$ cat src/rtl/div_unit_if.sv
// Operand/result bundle between instruction decode and the iterative divider.
interface div_unit_if #(
  parameter int WIDTH = 32
);
  logic             start_i;
  logic             signed_i;
  logic [WIDTH-1:0] src1_i;
  logic [WIDTH-1:0] src2_i;
  logic             busy_o;
  logic             done_o;
  logic [WIDTH-1:0] quotient_o;
  logic [WIDTH-1:0] remainder_o;
  logic             div_zero_o;

  modport master (
    output start_i, signed_i, src1_i, src2_i,
    input  busy_o, done_o, quotient_o, remainder_o, div_zero_o
  );

  modport slave (
    input  start_i, signed_i, src1_i, src2_i,
    output busy_o, done_o, quotient_o, remainder_o, div_zero_o
  );
endinterface

$ cat src/rtl/div_unit.sv
// Multi-cycle restoring integer divider (DIV/DIVU), one quotient bit per clock.
// Signed operands are divided as magnitudes and the signs applied in one fix-up cycle.
module div_unit #(
  parameter int WIDTH = 32
) (
  input logic         clk_i,
  input logic         rst_i,
  div_unit_if.slave   bus
);

  localparam int CW = $clog2(WIDTH) + 1;
  localparam logic [CW-1:0] LAST_CNT = CW'(WIDTH - 1);

  typedef enum logic [1:0] {
    IDLE = 2'd0,
    CALC = 2'd1,
    FIX  = 2'd2,
    DONE = 2'd3
  } state_e;

  state_e           state_q, state_d;
  logic [CW-1:0]    cnt_q, cnt_d;
  logic [WIDTH-1:0] dvd_q, dvd_d;
  logic [WIDTH-1:0] dvs_q, dvs_d;
  logic [WIDTH:0]   rem_q, rem_d;
  logic             q_neg_q, q_neg_d;
  logic             r_neg_q, r_neg_d;
  logic [WIDTH-1:0] quot_q, quot_d;
  logic [WIDTH-1:0] remo_q, remo_d;
  logic             dz_q, dz_d;
  logic             busy_q, busy_d;
  logic             done_q, done_d;

  logic [WIDTH:0]   rem_shift_s;
  logic [WIDTH:0]   rem_diff_s;

  function automatic logic [WIDTH-1:0] negate(input logic [WIDTH-1:0] v);
    return ~v + {{(WIDTH-1){1'b0}}, 1'b1};
  endfunction

  function automatic logic [WIDTH-1:0] magnitude(input logic [WIDTH-1:0] v, input logic sgn);
    return (sgn && v[WIDTH-1]) ? negate(v) : v;
  endfunction

  // dvd_q holds the unconsumed dividend bits at the top and collects quotient bits at the bottom
  assign rem_shift_s = {rem_q[WIDTH-1:0], dvd_q[WIDTH-1]};
  assign rem_diff_s  = rem_shift_s - {1'b0, dvs_q};

  // Next-state and datapath update
  always_comb begin
    state_d = state_q;
    cnt_d   = cnt_q;
    dvd_d   = dvd_q;
    dvs_d   = dvs_q;
    rem_d   = rem_q;
    q_neg_d = q_neg_q;
    r_neg_d = r_neg_q;
    quot_d  = quot_q;
    remo_d  = remo_q;
    dz_d    = dz_q;
    done_d  = 1'b0;

    case (state_q)
      IDLE, DONE: begin
        if (bus.start_i) begin
          q_neg_d = bus.signed_i & (bus.src1_i[WIDTH-1] ^ bus.src2_i[WIDTH-1]);
          r_neg_d = bus.signed_i & bus.src1_i[WIDTH-1];
          if (bus.src2_i == {WIDTH{1'b0}}) begin
            state_d = DONE;
            quot_d  = {WIDTH{1'b1}};
            remo_d  = bus.src1_i;
            dz_d    = 1'b1;
            done_d  = 1'b1;
          end else begin
            state_d = CALC;
            cnt_d   = {CW{1'b0}};
            rem_d   = {(WIDTH+1){1'b0}};
            dvd_d   = magnitude(bus.src1_i, bus.signed_i);
            dvs_d   = magnitude(bus.src2_i, bus.signed_i);
            quot_d  = {WIDTH{1'b0}};
            remo_d  = {WIDTH{1'b0}};
            dz_d    = 1'b0;
          end
        end else begin
          state_d = IDLE;
        end
      end
      CALC: begin
        if (!rem_diff_s[WIDTH]) begin
          rem_d = rem_diff_s;
          dvd_d = {dvd_q[WIDTH-2:0], 1'b1};
        end else begin
          rem_d = rem_shift_s;
          dvd_d = {dvd_q[WIDTH-2:0], 1'b0};
        end
        if (cnt_q == LAST_CNT) begin
          state_d = FIX;
          cnt_d   = {CW{1'b0}};
        end else begin
          cnt_d   = cnt_q + {{(CW-1){1'b0}}, 1'b1};
        end
      end
      FIX: begin
        quot_d  = q_neg_q ? negate(dvd_q) : dvd_q;
        remo_d  = r_neg_q ? negate(rem_q[WIDTH-1:0]) : rem_q[WIDTH-1:0];
        state_d = DONE;
        done_d  = 1'b1;
      end
      default: begin
        state_d = IDLE;
      end
    endcase

    busy_d = (state_d == CALC) || (state_d == FIX);
  end

  // State and output registers
  always_ff @(posedge clk_i) begin
    if (rst_i) begin
      state_q <= IDLE;
      cnt_q   <= {CW{1'b0}};
      dvd_q   <= {WIDTH{1'b0}};
      dvs_q   <= {WIDTH{1'b0}};
      rem_q   <= {(WIDTH+1){1'b0}};
      q_neg_q <= 1'b0;
      r_neg_q <= 1'b0;
      quot_q  <= {WIDTH{1'b0}};
      remo_q  <= {WIDTH{1'b0}};
      dz_q    <= 1'b0;
      busy_q  <= 1'b0;
      done_q  <= 1'b0;
    end else begin
      state_q <= state_d;
      cnt_q   <= cnt_d;
      dvd_q   <= dvd_d;
      dvs_q   <= dvs_d;
      rem_q   <= rem_d;
      q_neg_q <= q_neg_d;
      r_neg_q <= r_neg_d;
      quot_q  <= quot_d;
      remo_q  <= remo_d;
      dz_q    <= dz_d;
      busy_q  <= busy_d;
      done_q  <= done_d;
    end
  end

  assign bus.busy_o      = busy_q;
  assign bus.done_o      = done_q;
  assign bus.quotient_o  = quot_q;
  assign bus.remainder_o = remo_q;
  assign bus.div_zero_o  = dz_q;

endmodule
$ cat src/flat_wrapper.sv
// flat-port wrapper written by rule: the top's interface ports become plain ports
module div_unit_flat 
#(
  parameter int WIDTH = 32
)
  (clk_i, rst_i, bus_start_i, bus_signed_i, bus_src1_i, bus_src2_i, bus_busy_o, bus_done_o, bus_quotient_o, bus_remainder_o, bus_div_zero_o);
  div_unit_if #(.WIDTH(WIDTH)) bus_i ();
  input logic clk_i;
  input logic rst_i;
  input wire logic [$bits(bus_i.start_i)-1:0] bus_start_i;
  input wire logic [$bits(bus_i.signed_i)-1:0] bus_signed_i;
  input wire logic [$bits(bus_i.src1_i)-1:0] bus_src1_i;
  input wire logic [$bits(bus_i.src2_i)-1:0] bus_src2_i;
  output wire logic [$bits(bus_i.busy_o)-1:0] bus_busy_o;
  output wire logic [$bits(bus_i.done_o)-1:0] bus_done_o;
  output wire logic [$bits(bus_i.quotient_o)-1:0] bus_quotient_o;
  output wire logic [$bits(bus_i.remainder_o)-1:0] bus_remainder_o;
  output wire logic [$bits(bus_i.div_zero_o)-1:0] bus_div_zero_o;
  assign bus_i.start_i = bus_start_i;
  assign bus_i.signed_i = bus_signed_i;
  assign bus_i.src1_i = bus_src1_i;
  assign bus_i.src2_i = bus_src2_i;
  assign bus_busy_o = bus_i.busy_o;
  assign bus_done_o = bus_i.done_o;
  assign bus_quotient_o = bus_i.quotient_o;
  assign bus_remainder_o = bus_i.remainder_o;
  assign bus_div_zero_o = bus_i.div_zero_o;
  div_unit #(.WIDTH(WIDTH)) u_core (.clk_i(clk_i), .rst_i(rst_i), .bus(bus_i));
endmodule
$ cat config.mk
export PLATFORM = sky130hd
export DESIGN_NAME = div_unit_flat
export DESIGN_NICKNAME = d
export VERILOG_FILES = /design/src/rtl/div_unit_if.sv /design/src/rtl/div_unit.sv /design/src/flat_wrapper.sv
export SDC_FILE = /design/constraint.sdc
export NUM_CORES = 1
export LEC_CHECK = 0
export ABC_AREA = 0
export CORE_ASPECT_RATIO = 0.6
export CORE_UTILIZATION = 50
export DETAILED_ROUTE_END_ITERATION = 6
export GPL_TIMING_DRIVEN = 1
export PLACE_DENSITY = 0.75
export RECOVER_POWER = 100
export SLEW_MARGIN = 20
export SYNTH_ARGS = -nofsm -noshare
export SYNTH_HDL_FRONTEND = slang
export SYNTH_SLANG_ARGS = --single-unit
$ cat constraint.sdc
create_clock -name clk_i -period 3.14 [get_ports clk_i]
set_input_delay 0.471 -clock clk_i [delete_from_list [all_inputs] [get_ports clk_i]]
set_output_delay 0.471 -clock clk_i [all_outputs]
set_load 0.01 [all_outputs]
==> reports/qor.txt <==
Worst path slowest cell: clkdlybuf4s50_1
routed length on met3: 3790 µm
top_reg_cell synth: dfxtp_1
H-tree Lvls: 4
crit-path cells: clkdlybuf4s50_1 -> or3_1 -> or3_1 -> nor4_1 -> buf_4 -> nand3b_1 -> a21oi_1 -> nand3_1 -> a31oi_1
layout cells sized above 1: 10.5%
fin nets: 1827
ANT nets after route: 0
number of setup violations in the final report: 1
clk_skew: 0.00748 ns
Syn Inst Count: 1551
cell area after synthesis: 11600 µm²
EDFF count, synth: 0
DRC: 0
Switching Fraction: 35.7%
Clk network pwr share: 29.8%
failing checks: negative setup slack
Internal: 4910 µW
DIE WIDTH: 199 µm
starting density of the core: 51.9%
CTS clk-pin slew, worst paths: 0.07 ns
Pwr Density: 524 nW/µm²
full die area: 23900 µm²
largest cells by area after synthesis: dfxtp_1 30%, xnor2_1 6.4%, nand2_1 6.3%, nor2_1 5.4%, a21oi_1 5.2%
Fmax: 317 MHz
Total Power: 7650 µW
CP arrival: 3.45 ns
HPWL Detailed: 28200 µm
final worst path period share: 101%
Worst-Skew Late Latency: 0.45 ns
Mean Syn Cell Area: 7.51 µm²
clock root buffer master: clkbuf_16
Worst R2R End: u_core.bus.quotient_o[22]$_SDFFE_PP0P_
metal1 wirelength: 18000 µm
CP required: 3.43 ns
Worst Path Max Fanout: 9
clock sinks: 173
ys async rst share: 0%
crit path capture type: register
number of max-cap violations: 0
largest net degree at the start of global routing: 63
total net switching power: 2730 µW
Num CTS Buffers: 17
Hold Crit Class: primary input to register
drt wl/cell: 18.3 µm
Hold Buf Count CTS: 0
Leak Pwr: 0.00582 µW
gp weighted congestion: 0.941
n_diodes: 0
CTS tree: yes
Avg Vias per Cell: 6.06
initial antenna violation count: 0
initial DRC count: 1153
Synth Net Count: 1659
Crit Path Category: primary input to register
logic gate share of total power: 35.0%
r2r setup slk: 0.08 ns
placed instance area: 14000 µm²
Yosys reg bits: 173
GRT Total Usage: 31.1%
Slew Viols, Final: 0
status: complete, but fails checks
CTS max path bufs: 2
vias in the first global route: 11000
Die Y: 120 µm
uppermost routed layer: met4
hold path depth: 2
drt first pass iters: 5
Max stage delay on crit path: 0.49 ns
CP dominant cell by count: or3_1
sequential share of power: 35.2%
num ports: 135
area growth from synthesis to layout: 25.1%
first-pass GRT wire length: 58300 µm
WHS Endpoint: u_core.state_q[1]$_SDFF_PP0_
setup ws final: -0.0189 ns
sequential-to-total area share from yosys stat: 29.7%
Yosys top cell area share: 29.7%
Max VDD drop: 0.456 mV
crit start category: primary input
top cell types by occurrence after synthesis: 194 x nand2_1, 173 x dfxtp_1, 168 x nor2_1, 121 x a21oi_1, 85 x xnor2_1
count leader, synth: nand2_1
library cell with the largest summed area after synthesis: dfxtp_1
metal2 WL: 15000 µm
Setup Buffers After CTS: 0
row cnt: 42
hold violation total from the final report: 0
top cell family by delay on the critical path: simple AND/OR/NAND/NOR gates
Warnings, synthesis: 0
I/O Buffers: 134
worst flop-to-flop path startpoint: u_core.state_q[0]$_SDFF_PP0_
via count: 12400
Core Box Area: 22400 µm²
gr ovfl total: 0
Final min period: 3.16 ns
worst r2r path cells: 8
Slew Limit Headroom: 18.4%
hold_sp: rst_i
drt total wl: 37300 µm
Buf+Inv Stages, Crit Path: 2
Least-Margin Pin Slew: 1.22 ns
post-route cell area: 14600 µm²
Synth cell types: 70
layer usage:
metal,GRT usage [%],vias to the layer above
li1,-,5942
met1,47.0,5827
met2,43.0,551
met3,8.62,45
met4,7.31,0
met5,0,-
registers in the layout, summed over array words and instances, names as in the netlist, 2 cells and up:
| signal | count |
|---|---|
| u_core.bus.quotient_o | 32 |
| u_core.bus.remainder_o | 32 |
| u_core.dvd_q | 32 |
| u_core.dvs_q | 32 |
| u_core.rem_q | 32 |
| u_core.cnt_q | 6 |
| u_core.state_q | 2 |
how the worst max path moves through the flow:
stage | depth (start not counted) | startpoint | slack (ns) | end
3_3_place_gp | 9 | bus_src1_i[11] | -0.22 | u_core.dvd_q[31]$_SDFFE_PP0P_
4_1_cts | 15 | u_core.dvd_q[31]$_SDFFE_PP0P_ | 0.03 | u_core.rem_q[3]$_SDFFE_PP0P_
5_1_grt | 15 | u_core.dvd_q[31]$_SDFFE_PP0P_ | -0.01 | u_core.rem_q[26]$_SDFFE_PP0P_
3_5_place_dp | 9 | bus_src1_i[11] | -0.32 | u_core.dvd_q[31]$_SDFFE_PP0P_
6_report | 9 | bus_src1_i[11] | -0.02 | u_core.dvd_q[31]$_SDFFE_PP0P_
2_1_floorplan | 13 | u_core.dvd_q[31]$_SDFFE_PP0P_ | 0.04 | u_core.rem_q[23]$_SDFFE_PP0P_
power groups by stage:
stage	combinational (µW)	clock, µW	sequential [µW]
6_report	2680	2280	2690
3_5_place_dp	2650	0	2740
2_1_floorplan	1610	0	2730
3_3_place_gp	2620	0	2730
5_1_grt	2920	2400	2720
4_1_cts	2680	2290	2690
per-stage QoR:
step / utilization (%) / std cells / setup WS (ns) / setup TNS [ns] / hold slack (ns)
finish: 65.0 / 2040 / -0.0189 / -0.0189 / 0.467
global placement: 62.4 / 2008 / -0.225 / -0.983 / 0.470
floorplan: - / 1551 / 0.0367 / 0 / 0.454
detailed placement: 62.4 / 2008 / -0.320 / -3.01 / 0.478
CTS: 65.2 / 2040 / 0.0271 / 0 / 0.451
global route: 65.0 / 2040 / -0.0113 / -0.0233 / 0.462
cell type report:
cell class / instances / area [µm²]
Inverter: 60 / 225
Clock inverter: 10 / 135
Multi-Input combinational cell: 1215 / 7570
Sequential cell: 173 / 3460
Tap cell: 308 / 385
Timing Repair Buffer: 252 / 2320
Fill cell: 2002 / 7860
Clock buffer: 22 / 484
worst reg2reg max path: cells and delay by family, from the launching register on:
family	cells	cell delay, ns
compound gates	3	1.08
buf+inv	3	0.91
fa+ha+maj	1	0.48
flops	1	0.37
simple gates	1	0.13
timing repair:
action	in CTS	in global routing
setup endpoints to repair	10	35
resized for setup	2	7
pin swaps	0	1
cell usage in the layout, fill, tap and decap left out, types with 39 or more instances in the layout:
cell type,n
a211oi_1,52
inv_1,60
xor2_1,55
a21oi_1,120
nor3_1,71
ha_1,39
buf_4,100
nor2_1,169
nand2_1,194
dlygate4sd3_1,67
xnor2_1,85
o21ai_0,61
clkdlybuf4s50_1,66
dfxtp_1,173
o211ai_1,56
cells by family after synthesis:
| logic type | Yosys count | synth area share (%) |
|---|---|---|
| buffers and inverters | 163 | 5.65 |
| adders and majority gates | 40 | 4.36 |
| and+or+nand+nor | 584 | 23.5 |
| DFF | 173 | 29.7 |
| AOI/OAI and AO/OA | 444 | 25.6 |
| muxes | 7 | 0.601 |
| xor gates and xnor gates | 140 | 10.5 |
No activity file was read; power rests on OpenSTA's default activity.
